[config.mk]
export PLATFORM = sky130hd
export DESIGN_NAME = usb_host_tx_phy
export DESIGN_NICKNAME = d
export VERILOG_FILES = /design/src/rtl/usb_tx_pkg.sv /design/src/rtl/usb_nrzi_stuffer.sv /design/src/rtl/usb_host_tx_phy.sv
export SDC_FILE = /design/constraint.sdc
export NUM_CORES = 1
export LEC_CHECK = 0
export BUFFER_PORTS_ARGS = -buffer_cell sky130_fd_sc_hd__buf_2
export CAP_MARGIN = 30
export CORE_MARGIN = 5
export CORE_UTILIZATION = 45
export DETAILED_ROUTE_END_ITERATION = 8
export SYNTH_ARGS = -nofsm -noshare
export SYNTH_HDL_FRONTEND = slang
export SYNTH_HIERARCHICAL = 1
export SYNTH_SLANG_ARGS = --single-unit
[constraint.sdc]
create_clock -name clk48_host -period 5 [get_ports clk48_host]
set_clock_uncertainty 0.1 [all_clocks]
set_input_delay 1 -clock clk48_host [delete_from_list [all_inputs] [get_ports clk48_host]]
set_output_delay 1 -clock clk48_host [all_outputs]
set_load 0.01 [all_outputs]
[src/rtl/usb_tx_pkg.sv]
// rtl/usb_tx_pkg.sv - shared state type and line constants for the USB host transmit PHY
package usb_tx_pkg;

  typedef enum logic [2:0] {
    ST_IDLE,
    ST_SYNC,
    ST_DATA,
    ST_EOP_SE0,
    ST_EOP_J,
    ST_GAP
  } tx_state_e;

  // Line states encoded as {d_p, d_n}
  localparam logic [1:0] LS_J   = 2'b10;
  localparam logic [1:0] LS_K   = 2'b01;
  localparam logic [1:0] LS_SE0 = 2'b00;

  localparam logic [7:0]  SYNC_BYTE   = 8'h80;
  localparam int unsigned STUFF_LIMIT = 6;

endpackage

[src/rtl/usb_nrzi_stuffer.sv]
// rtl/usb_nrzi_stuffer.sv - NRZI level and ones counter; flags a slot that must carry a stuffed 0
module usb_nrzi_stuffer
  import usb_tx_pkg::*;
(
  input  logic       clk,
  input  logic       rst_n,
  input  logic       restart,
  input  logic       bit_en,
  input  logic       bit_in,
  output logic [1:0] line_next,
  output logic       stuff_insert
);

  logic       level_j;
  logic [2:0] ones_cnt;
  logic       cur_j;
  logic [2:0] ones_base;
  logic       next_j;

  // restart starts a packet from J with no history, so SYNC always begins cleanly
  always_comb begin
    cur_j        = restart ? 1'b1 : level_j;
    ones_base    = restart ? 3'd0 : ones_cnt;
    stuff_insert = (ones_base == 3'(STUFF_LIMIT));
    next_j       = (stuff_insert || !bit_in) ? !cur_j : cur_j;
    line_next    = next_j ? LS_J : LS_K;
  end

  always_ff @(posedge clk or negedge rst_n) begin
    if (!rst_n) begin
      level_j  <= 1'b1;
      ones_cnt <= 3'd0;
    end else if (bit_en) begin
      level_j <= next_j;
      if (stuff_insert || !bit_in) ones_cnt <= 3'd0;
      else                         ones_cnt <= ones_base + 3'd1;
    end
  end

endmodule

[src/rtl/usb_host_tx_phy.sv]
// rtl/usb_host_tx_phy.sv - full-speed USB host transmit PHY: SYNC, stuffed NRZI data, EOP, gap
module usb_host_tx_phy
  import usb_tx_pkg::*;
#(
  parameter int CLKS_PER_BIT = 4,
  parameter int GAP_BITS     = 2
) (
  input  logic       clk48_host,
  input  logic       reset_n,
  input  logic [7:0] tx_data,
  input  logic       tx_last,
  input  logic       tx_valid,
  output logic       tx_ready,
  output logic       usb_d_p_o,
  output logic       usb_d_n_o,
  output logic       usb_oe,
  output logic       busy,
  output logic       err_underrun
);

  localparam int TW = (CLKS_PER_BIT > 1) ? $clog2(CLKS_PER_BIT) : 1;

  tx_state_e     state;
  logic [TW-1:0] bit_tmr;
  logic [3:0]    bit_idx;
  logic [7:0]    shift_reg;
  logic          last_r;
  logic [7:0]    hold_data;
  logic          hold_last;
  logic          hold_full;
  logic [1:0]    line_r;
  logic          oe_r;
  logic          busy_r;
  logic          err_r;

  logic       accept;
  logic       boundary;
  logic       start_pkt;
  logic       bit_en;
  logic       bit_in;
  logic       load;
  logic       end_pkt;
  logic       underrun;
  logic       stuff_insert;
  logic [1:0] line_next;

  assign accept   = tx_valid && !hold_full;
  assign boundary = (bit_tmr == TW'(CLKS_PER_BIT - 1));

  // A byte waiting at the end of GAP starts its SYNC straight away, keeping the gap exact
  assign start_pkt = hold_full &&
                     ((state == ST_IDLE) ||
                      (state == ST_GAP && boundary && bit_idx == 4'(GAP_BITS - 1)));

  // bit_idx is the next shift_reg bit to send; bit 3 set means the byte is exhausted
  always_comb begin
    bit_en   = 1'b0;
    bit_in   = 1'b1;
    load     = 1'b0;
    end_pkt  = 1'b0;
    underrun = 1'b0;
    if (start_pkt) begin
      bit_en = 1'b1;
      bit_in = SYNC_BYTE[0];
    end else if ((state == ST_SYNC || state == ST_DATA) && boundary) begin
      if (stuff_insert) begin
        bit_en = 1'b1;
      end else if (!bit_idx[3]) begin
        bit_en = 1'b1;
        bit_in = shift_reg[bit_idx[2:0]];
      end else if (!last_r && hold_full) begin
        load   = 1'b1;
        bit_en = 1'b1;
        bit_in = hold_data[0];
      end else begin
        end_pkt  = 1'b1;
        underrun = !last_r;
      end
    end
  end

  usb_nrzi_stuffer u_stuffer (
    .clk          (clk48_host),
    .rst_n        (reset_n),
    .restart      (start_pkt),
    .bit_en       (bit_en),
    .bit_in       (bit_in),
    .line_next    (line_next),
    .stuff_insert (stuff_insert)
  );

  always_ff @(posedge clk48_host or negedge reset_n) begin
    if (!reset_n) begin
      state     <= ST_IDLE;
      bit_tmr   <= '0;
      bit_idx   <= 4'd0;
      shift_reg <= 8'h00;
      last_r    <= 1'b0;
      hold_data <= 8'h00;
      hold_last <= 1'b0;
      hold_full <= 1'b0;
      line_r    <= LS_J;
      oe_r      <= 1'b0;
      busy_r    <= 1'b0;
      err_r     <= 1'b0;
    end else begin
      err_r <= underrun;

      if (accept) begin
        hold_data <= tx_data;
        hold_last <= tx_last;
        hold_full <= 1'b1;
        busy_r    <= 1'b1;
      end else if (load) begin
        hold_full <= 1'b0;
      end

      if (state == ST_IDLE || start_pkt) bit_tmr <= '0;
      else if (boundary)                 bit_tmr <= '0;
      else                               bit_tmr <= bit_tmr + TW'(1);

      if (start_pkt) begin
        state     <= ST_SYNC;
        shift_reg <= SYNC_BYTE;
        bit_idx   <= 4'd1;
        last_r    <= 1'b0;
        oe_r      <= 1'b1;
        line_r    <= line_next;
      end else if (boundary) begin
        case (state)
          ST_SYNC, ST_DATA: begin
            if (bit_en) line_r <= line_next;
            if (load) begin
              state     <= ST_DATA;
              shift_reg <= hold_data;
              last_r    <= hold_last;
              bit_idx   <= 4'd1;
            end else if (end_pkt) begin
              state   <= ST_EOP_SE0;
              line_r  <= LS_SE0;
              bit_idx <= 4'd0;
            end else if (!stuff_insert) begin
              bit_idx <= bit_idx + 4'd1;
            end
          end
          ST_EOP_SE0: begin
            if (bit_idx[0]) begin
              state  <= ST_EOP_J;
              line_r <= LS_J;
            end else begin
              bit_idx <= bit_idx + 4'd1;
            end
          end
          ST_EOP_J: begin
            state   <= ST_GAP;
            oe_r    <= 1'b0;
            bit_idx <= 4'd0;
          end
          ST_GAP: begin
            if (bit_idx == 4'(GAP_BITS - 1)) begin
              state  <= ST_IDLE;
              busy_r <= accept;
            end else begin
              bit_idx <= bit_idx + 4'd1;
            end
          end
          default: ;
        endcase
      end
    end
  end

  assign tx_ready     = !hold_full;
  assign usb_d_p_o    = line_r[1];
  assign usb_d_n_o    = line_r[0];
  assign usb_oe       = oe_r;
  assign busy         = busy_r;
  assign err_underrun = err_r;

endmodule

==> results of run 1 <==
-- cells in the mapped netlist (all sizes together) (2+ instances only) --
cell type,n
mux2,10
a21o,2
buf,10
o2bb2ai,2
a311oi,2
o41ai,2
o31ai,2
and2,5
nand3b,2
inv,8
nand2,28
or3b,2
dfrtp,35
nor3,6
nor2,17
clkbuf,4
nand3,4
nor4b,2
nor2b,4
a21oi,6
mux4,2
nand2b,5
a221o,3
a211oi,5
dfstp,2
o21a,2
o21ai,18
o31a,2
a21boi,3
ha,5
-- critical path, stage by stage (launching register included) --
cell       delay [ns]
dfrtp_1          0.46
inv_1            0.09
ha_1             0.12
or3b_1           0.48
nor3_1           0.38
o21a_1           0.22
nor2b_1          0.07
ha_1             0.25
and3b_1          0.25
nor4bb_1         0.35
and2_1           0.22
nand3_1          0.11
nor2_1           0.13
a311oi_1         0.06
buf_4            0.17
a21boi_2         0.17
o31a_2           0.30
a311oi_1         0.22
a2bb2oi_1        0.09
-- power groups by stage --
stage               combinational [uW]  sequential (uW)  clock (uW)
finish                             641              532         227
global route                       722              552         252
CTS                                641              531         238
detailed placement                 636              537           0
global placement                   634              537           0
floorplan                          523              500           0
-- path summary, 6_finish.rpt --
check / to / slack, ns / cells past startpoint
worst min register to register: bit_tmr[0] / 0.34 / 1
worst max-delay path: line_r[0] / 0.64 / 18
min in group asynchronous: bit_idx[1] / 0.71 / 1
max in group asynchronous: line_r[0] / 3.57 / 1
worst min-delay path: bit_tmr[0] / 0.34 / 1
worst max register to register: line_r[0] / 0.64 / 18
-- stage by stage --
step | utilization | setup WS [ns] | instances | area [sq um] | power, uW
after floorplan | - | 0.665 | 225 | 2150 | 1020
final | 0.508 | 0.638 | 297 | 2380 | 1400
after global routing | 0.508 | 0.271 | 297 | 2380 | 1530
after global placement | 0.486 | 0.804 | 289 | 2280 | 1170
after detailed placement | 0.486 | 0.686 | 289 | 2280 | 1170
after CTS | 0.508 | 0.654 | 297 | 2380 | 1410
-- routing by layer --
layer	part of all wire	global-route usage	routed length, um
met1	0.47	0.224	2180
met2	0.46	0.259	2150
met3	0.046	0.0420	213
met4	0.019	0.0619	86
met5	0	0	0
-- layout make-up --
cell class | count | area, sq um
fillers | 451 | 2310
multi-input cells | 165 | 1110
flip-flops and latches | 37 | 928
repair buffers | 24 | 138
clock buffers | 7 | 96.3
well taps | 54 | 67.6
inverters | 9 | 33.8
clock inverters | 1 | 5.00
-- placed cells by master, fill, tap and decap left out, drive strengths merged, types with 3 or more instances in the layout --
cell | netlist | layout
a21oi | 6 | 6
a21boi | 3 | 3
nor2 | 17 | 17
nor3 | 6 | 6
and2 | 5 | 5
ha | 5 | 5
nand2 | 28 | 28
nand3 | 4 | 4
a221o | 3 | 3
nand2b | 5 | 5
inv | 8 | 8
a211oi | 5 | 5
clkbuf | 4 | 7
dfrtp | 35 | 35
o21ai | 18 | 18
buf | 10 | 24
nor2b | 4 | 4
mux2 | 10 | 10
-- cells by family after synthesis --
| group | Yosys count | synth area share |
|---|---|---|
| mux | 13 | 0.0779 |
| flops | 37 | 0.431 |
| compound gates | 60 | 0.199 |
| xor+xnor | 2 | 0.00814 |
| simple gates | 85 | 0.203 |
| buf+inv | 23 | 0.0517 |
| fa+ha+maj | 5 | 0.0291 |
==> impl_metrics.tcl, run 1 <==
set metrics [dict create \
    pwr-share-comb 0.458 \
    core_area_sq_um 4690 \
    critPathRequiredTime_ns 5.07 \
    worstSetupStartpointType "flip-flop" \
    holdWs_ns 0.341 \
    netlist_area_sq_um 2150 \
    avgSynthCellArea_sq_um 9.57 \
    sw_frac_of_total 0.396 \
    drt_pre_antenna_iters 4 \
    postCtsSetupBuffers 0 \
    clock.fmax_ghz 0.229 \
    drtAntennaViolNets 0 \
    p_int_uw 846 \
    cts_buffers 5 \
    layout-drive-gt1-share 0.218 \
    port-buffer-count 17 \
    synth_fp_nets 242 \
    rr_startpoint "bit_idx[1]" \
    p_leak_uw 0.000989 \
    wire_per_inst_um 15.6 \
    ys.warnings.count 6 \
    clock-sinks 37 \
    vias 1732 \
    drc 0 \
    cp.arrival_ns 4.43 \
    die_x_um 79.2 \
    cts_root_buf "clkbuf_8" \
    crit_path_end_kind "flip-flop" \
    synth_cell_types 65 \
    synth_edf_count 0 \
    tns_ns 0 \
    grt_start_max_net_pins 38 \
    hp-class "reg2reg" \
    nNetsFinal 259 \
    hold_viol_final 0 \
    drtIter0Drc 154 \
    h-tree-depth 2 \
    start_util 0.459 \
    clk_latency_ns 0.29 \
    power_density_nw_per_um2 588 \
    worst_pin_slew_ns 0.979 \
    ys.flop_type "dfrtp_1" \
    setup_viol 0 \
    crit_type "reg2reg" \
    synth_seq_area_share 0.431 \
    ys_ff_latch 37 \
    grt_pass1_vias 1650 \
    pwr-share-clk 0.162 \
    path_clk_slew_ns 0.07 \
    grt_overflow_total 0 \
    cts_tree "built" \
    power_frac_seq 0.380 \
    yosysTopAreaCell "dfrtp_1" \
    min_from "bit_tmr[0]" \
    relSlewSlack 0.346 \
    track_usage 0.167 \
    status "finished, final reports clean" \
    num_antenna_cells 0 \
    p_switching_uw 554 \
    synthArstFlopShare 1.00 \
    dp_hpwl_um 3260 \
    rows 25 \
    vdd_drop_max_uv 259 \
    synthCells 225 \
    viasPerCell 5.83 \
    post-route-period-util 0.872 \
    gp_congestion 0.878 \
    dieArea_sq_um 6270 \
    synth_area_leaders "dfrtp_1 (41%), mux2_2 (5.2%), nand2_1 (4.9%)" \
    crit_fanout 9 \
    ctsResizeCount 0 \
    syn2layout_area_growth_pct 10.6 \
    drv_cap 0 \
    rsz0062_at_grt "false" \
    worstSetupStartpoint "bit_idx[1]" \
    cts_buffer_depth 2 \
    yosysTopAreaCellShare 0.407 \
    hold_buffers 0 \
    report.final.slew_viol_count 0 \
    antenna_found_initial 0 \
    grt_pass1_wl_um 8170 \
    routed_wl_um 4630 \
    period_minus_slack_ns 4.36 \
    ios 18 \
    die_height_um 79.2 \
]
Power figures use the tool's default switching activity.
==> inputs of run 2 (changes only) <==
ABC_CLOCK_PERIOD_IN_PS = 5000   (was unset)
BUFFER_PORTS_ARGS = unset   (was -buffer_cell sky130_fd_sc_hd__buf_2)
DONT_BUFFER_PORTS = 1   (was unset)
SLEW_MARGIN = 20   (was unset)
==> run 2 against run 1 <==
  * Critical path depth did not move
  * Power up 0.97%
  * Clock power grew 16%
  * Core utilization is 1.4 points lower
  * Count of clock-buffer cells in the layout shrank 2
  * Hold slack worse by 0.051 ns
  * First-iteration DRC count down 20%
  * Setup slack got worse by 0.24 ns
  * Via count decreased by 4.4%
  * Cell count shrank 5.4%
  * Non-clock buffer count is 16 lower
  * Die area unchanged
  * Critical path type unchanged
==> impl_metrics.tcl, run 2 (same netlist as run 1, synthesis figures left out) <==
set metrics [dict create \
    grt_overflow_total 0 \
    crit_type "reg2reg" \
    die_height_um 79.2 \
    drc 0 \
    clock.fmax_ghz 0.217 \
    vdd_drop_max_uv 274 \
    relSlewSlack 0.440 \
    cts_root_buf "clkbuf_8" \
    drtAntennaViolNets 0 \
    hp-class "in2async" \
    hold_viol_final 0 \
    worst_pin_slew_ns 0.834 \
    report.final.slew_viol_count 0 \
    grt_start_max_net_pins 38 \
    routed_wl_um 4600 \
    start_util 0.459 \
    worstRegToRegCells 18 \
    ctsResizeCount 0 \
    period_minus_slack_ns 4.60 \
    critPathRequiredTime_ns 5.07 \
    fill_cells 444 \
    crit_fanout 10 \
    hold_buffers 0 \
    r2r-end "line_r[0]" \
    rr_startpoint "bit_idx[1]" \
    cts_buffer_depth 2 \
    postCtsSetupBuffers 0 \
    p_leak_uw 0.000927 \
    drtIter0Drc 123 \
    post-route-period-util 0.920 \
    final_common_cell "dfrtp_1" \
    finalNonFillerCells 281 \
    rows 25 \
    final_core_util 0.494 \
    grt_pass1_wl_um 7750 \
    vias 1655 \
    gp_congestion 0.821 \
    met3RoutedLength_um 165 \
    setup_viol 0 \
    clk_latency_ns 0.29 \
    drt_pre_antenna_iters 4 \
    tns_ns 0 \
    dp_hpwl_um 3250 \
    h-tree-depth 2 \
    worstSetupStartpointType "flip-flop" \
    cts_tree "built" \
    nNetsFinal 243 \
    wire_per_inst_um 16.4 \
    status "finished, final reports clean" \
    num_antenna_cells 0 \
    syn2layout_area_growth_pct 7.67 \
    met1_length_um 2220 \
    path_clk_slew_ns 0.08 \
    antenna_found_initial 0 \
    wl_met2_um 2120 \
    port-buffer-count 0 \
    crit_path_end_kind "flip-flop" \
    ios 18 \
    clock-sinks 37 \
    power_density_nw_per_um2 610 \
    track_usage 0.159 \
    layout-drive-gt1-share 0.163 \
    rsz0062_at_grt "false" \
    grt_pass1_vias 1552 \
    cts_buffers 5 \
    cp.arrival_ns 4.67 \
    final_cell_mix "dfrtp_1 (35), nand2_1 (28), nor2_1 (17), o21ai_0 (17), mux2_2 (10)" \
    die_x_um 79.2 \
    core_area_sq_um 4690 \
    dp.cells 272 \
    top_layer_used "met4" \
    rrSetupSlack_ns 0.40 \
    drv_cap 0 \
    dieArea_sq_um 6270 \
    viasPerCell 5.89 \
]
run 2: where the power goes:
part	internal (uW)	switching, uW	leakage (uW)
sequential	424	104	0.000439
combinational	288	335	0.000434
clock	149	114	0.0000543
run 2: stage by stage:
step | hold slack (ns) | area [sq um] | setup WS [ns] | total power, uW
floorplan | 0.317 | 2150 | 0.665 | 1020
detailed placement | 0.350 | 2200 | 0.470 | 1150
CTS | 0.277 | 2310 | 0.455 | 1420
global placement | 0.337 | 2200 | 0.651 | 1150
finish | 0.289 | 2320 | 0.402 | 1410
global route | 0.265 | 2320 | 0.0981 | 1530
run 2: routing by layer:
layer | track usage | up-vias
li1 | - | 820
met1 | 0.220 | 792
met2 | 0.241 | 34
met3 | 0.0340 | 9
met4 | 0.0670 | 0
met5 | 0 | -
run 2: worst max-delay path by stage:
stage / start / endpoint / slack (ns) / cells after the start
2_1_floorplan: bit_idx[1] / line_r[0] / 0.67 / 20
3_3_place_gp: bit_idx[1] / line_r[0] / 0.65 / 18
3_5_place_dp: bit_idx[1] / line_r[0] / 0.47 / 18
4_1_cts: bit_idx[1] / line_r[0] / 0.45 / 18
5_1_grt: bit_idx[1] / line_r[0] / 0.1 / 18
6_report: bit_idx[1] / line_r[0] / 0.40 / 18
run 2: final cells by class:
cell class,instances,area [sq um],share of cell area
multi-input combinational,165,1110,0.480
sequential,37,928,0.400
inverter,9,33.8,0.0146
clock buffer,5,68.8,0.0297
tap,54,67.6,0.0291
clock inverter,3,46.3,0.0200
timing repair buffer,8,60.1,0.0259
run 2: critical path, cell delays in order (launching register included):
cell and delay (ns):
dfrtp_1 0.46, inv_1 0.09, ha_1 0.12, or3b_1 0.47, nor3_1 0.37, o21a_1 0.23
nand2b_1 0.12, ha_1 0.23, and3b_1 0.28, nor4bb_1 0.09, and2_1 0.19, nand3_1 0.08
buf_4 0.16, nor2_1 0.05, a311oi_1 0.69, o21ai_1 0.20, o31a_2 0.18, a311oi_1 0.25
a2bb2oi_1 0.10
==> inputs of run 3 (changes only) <==
ABC_AREA = 1   (was unset)
CORE_MARGIN = unset   (was 5)
==> run 3 against run 2 <==
  * Sequential cell count stayed put
  * Sequential power is 37% lower
  * Setup slack better by 1.1 ns
  * Die area is 23% lower
  * Combinational power is 96% lower
  * Cell count is 7.8% higher
  * Final area is 5.4% lower
  * First-iteration DRC count is 35% lower
  * Global-route usage is 3.4 points higher
  * Critical endpoint unchanged
==> impl_metrics.tcl, run 3 <==
set metrics [dict create \
    h-tree-depth 2 \
    yosysTopAreaCell "dfrtp_1" \
    vias 1637 \
    ios 18 \
    ctsResizeCount 0 \
    hold_viol_final 0 \
    status "finished, final reports clean" \
    report.final.slew_viol_count 0 \
    viasPerCell 5.40 \
    rsz0062_at_grt "false" \
    nNetsFinal 267 \
    grt_overflow_total 0 \
    crit_type "reg2reg" \
    setup_viol 0 \
    cts_tree "built" \
    period_minus_slack_ns 3.50 \
    cts_buffer_depth 2 \
    routed_wl_um 4160 \
    p_total_uw 617 \
    track_usage 0.193 \
    p_int_uw 486 \
    start_util 0.471 \
    rows 24 \
    grt_pass1_wl_um 7220 \
    num_antenna_cells 0 \
    crit_fanout 14 \
    rrSetupSlack_ns 1.50 \
    critPathRequiredTime_ns 5.12 \
    die_height_um 69.5 \
    gp_congestion 0.880 \
    port-buffer-count 0 \
    antenna_found_initial 0 \
    rr_startpoint "bit_idx[1]" \
    multi_input_area_sq_um 951 \
    clock.fmax_ghz 0.286 \
    relSlewSlack 0.705 \
    cp.arrival_ns 3.62 \
    yosysMostFrequentCell "nand2_1" \
    synth_area_leaders "dfrtp_1 (43%), nand2_1 (10%), inv_1 (5.7%)" \
    vdd_drop_max_uv 169 \
    avgSynthCellArea_sq_um 8.27 \
    r2r-end "line_r[0]" \
    pwr-share-clk 0.422 \
    clock-sinks 37 \
    cts_root_buf "clkbuf_8" \
    postCtsSetupBuffers 0 \
    pre_cts_slack_ns 1.55 \
    synth_cell_types 34 \
    sw_frac_of_total 0.211 \
    post-route-period-util 0.700 \
    grt_pass1_vias 1537 \
    die_x_um 69.5 \
    worstSetupStartpointType "flip-flop" \
    synth_fp_nets 265 \
    clk_latency_ns 0.29 \
    final_core_util 0.504 \
    hp-class "in2async" \
    dp_hpwl_um 3090 \
    drtIter0Drc 80 \
    drc 0 \
    synthCells 248 \
    p_switching_uw 130 \
    drtAntennaViolNets 0 \
    syn2layout_area_growth_pct 6.96 \
    tns_ns 0 \
    ys.warnings.count 6 \
    cts_buffers 5 \
    path_clk_slew_ns 0.08 \
    grt_start_max_net_pins 38 \
    worst_slack_ns 1.50 \
    ys.flop_type "dfrtp_1" \
    p_leak_uw 0.00108 \
    synth_seq_area_share 0.453 \
    final_common_cell "nand2_1" \
    worstRegToRegCells 24 \
    ys_ff_latch 37 \
    synthArstFlopShare 1.00 \
    dieArea_sq_um 4830 \
    pwr-share-comb 0.039 \
    layout-drive-gt1-share 0.155 \
    power_frac_seq 0.538 \
    drv_cap 0 \
    worst_pin_slew_ns 0.442 \
    hold_buffers 0 \
    seqCellArea_sq_um 928 \
    drt_pre_antenna_iters 4 \
    core_area_sq_um 4350 \
    yosys-top-cells-count "nand2_1 (57), dfrtp_1 (35), inv_1 (31)" \
    netlist_area_sq_um 2050 \
    yosysTopAreaCellShare 0.427 \
    power_density_nw_per_um2 281 \
    wire_per_inst_um 13.7 \
    final_cell_mix "nand2_1 (57), dfrtp_1 (35), inv_1 (31), nand3_1 (22), nor2_1 (17)" \
    fill_cells 413 \
    crit_path_end_kind "flip-flop" \
    synth_edf_count 0 \
]
run 3: cell types whose count changed in the layout (fill, tap and decap cells not counted), moves of 5 or more:
| cell | delta |
|---|---|
| nand2_1 | +29 |
| inv_1 | +24 |
| nand3_1 | +18 |
| buf_4 | -8 |
| nor3_1 | -6 |
| nand2_2 | +5 |
| nand2b_1 | -5 |
run 3: routing by layer:
| metal | share of wire | vias up | track usage |
|---|---|---|---|
| met3 | 0.042 | 10 | 0.0392 |
| met5 | 0 | - | 0 |
| li1 | - | 815 | - |
| met2 | 0.47 | 34 | 0.305 |
| met1 | 0.47 | 778 | 0.261 |
| met4 | 0.015 | 0 | 0.0748 |
run 3: cell type report:
class,count,area share
inverters,36,0.0627
clock inverters,2,0.0177
clock buffers,6,0.0331
multi-input cells,170,0.434
flip-flops and latches,37,0.423
well taps,52,0.0297
run 3: worst max-delay path: stages, from the launching register on:
cell	delay, ns
dfrtp_1	0.51
inv_1	0.12
ha_1	0.19
nand2_1	0.13
o21ai_2	0.08
nand2_2	0.25
inv_4	0.09
nor2_1	0.19
inv_1	0.06
ha_1	0.21
nand3_4	0.11
inv_1	0.06
inv_1	0.07
nand2_1	0.09
nor2_1	0.19
nand3_4	0.15
o21ai_0	0.22
nor2_1	0.13
nand2_2	0.09
nand2_2	0.05
nand2_1	0.07
inv_1	0.04
nand2_1	0.05
nand3_1	0.07
a21oi_1	0.12
run 3: cell families (layout without fill, tap and decap cells):
group / count (synthesis) / in the layout / synth area share
mux: 9 / 9 / 0.0494
simple gates: 117 / 117 / 0.272
xor+xnor: 1 / 1 / 0.00427
fa+ha+maj: 5 / 5 / 0.0305
compound gates: 38 / 38 / 0.107
buf+inv: 41 / 44 / 0.0836
flops: 37 / 37 / 0.453
run 3: power groups by stage:
stage | combinational (uW) | clock (uW) | sequential [uW]
final | 24.2 | 260 | 332
after detailed placement | 24.4 | 0 | 338
after global placement | 23.8 | 0 | 338
after global routing | 26.8 | 277 | 335
after floorplan | 22.6 | 0 | 334
after CTS | 24.4 | 265 | 332
run 3: stage by stage:
stage	instances	cell area, sq um	hold slack [ns]
after global placement	295	2080	0.334
after CTS	303	2190	0.290
after floorplan	248	2050	0.311
after global routing	303	2190	0.278
final	303	2190	0.291
after detailed placement	295	2080	0.341
run 3: how the worst max path moves through the flow:
| stage | from | endpoint | cells past startpoint |
|---|---|---|---|
| after CTS | bit_idx[1] | line_r[0] | 24 |
| after floorplan | bit_idx[1] | line_r[1] | 27 |
| after global placement | bit_idx[1] | line_r[1] | 24 |
| after detailed placement | bit_idx[1] | line_r[0] | 23 |
| final | bit_idx[1] | line_r[0] | 24 |
| after global routing | bit_idx[1] | line_r[1] | 24 |
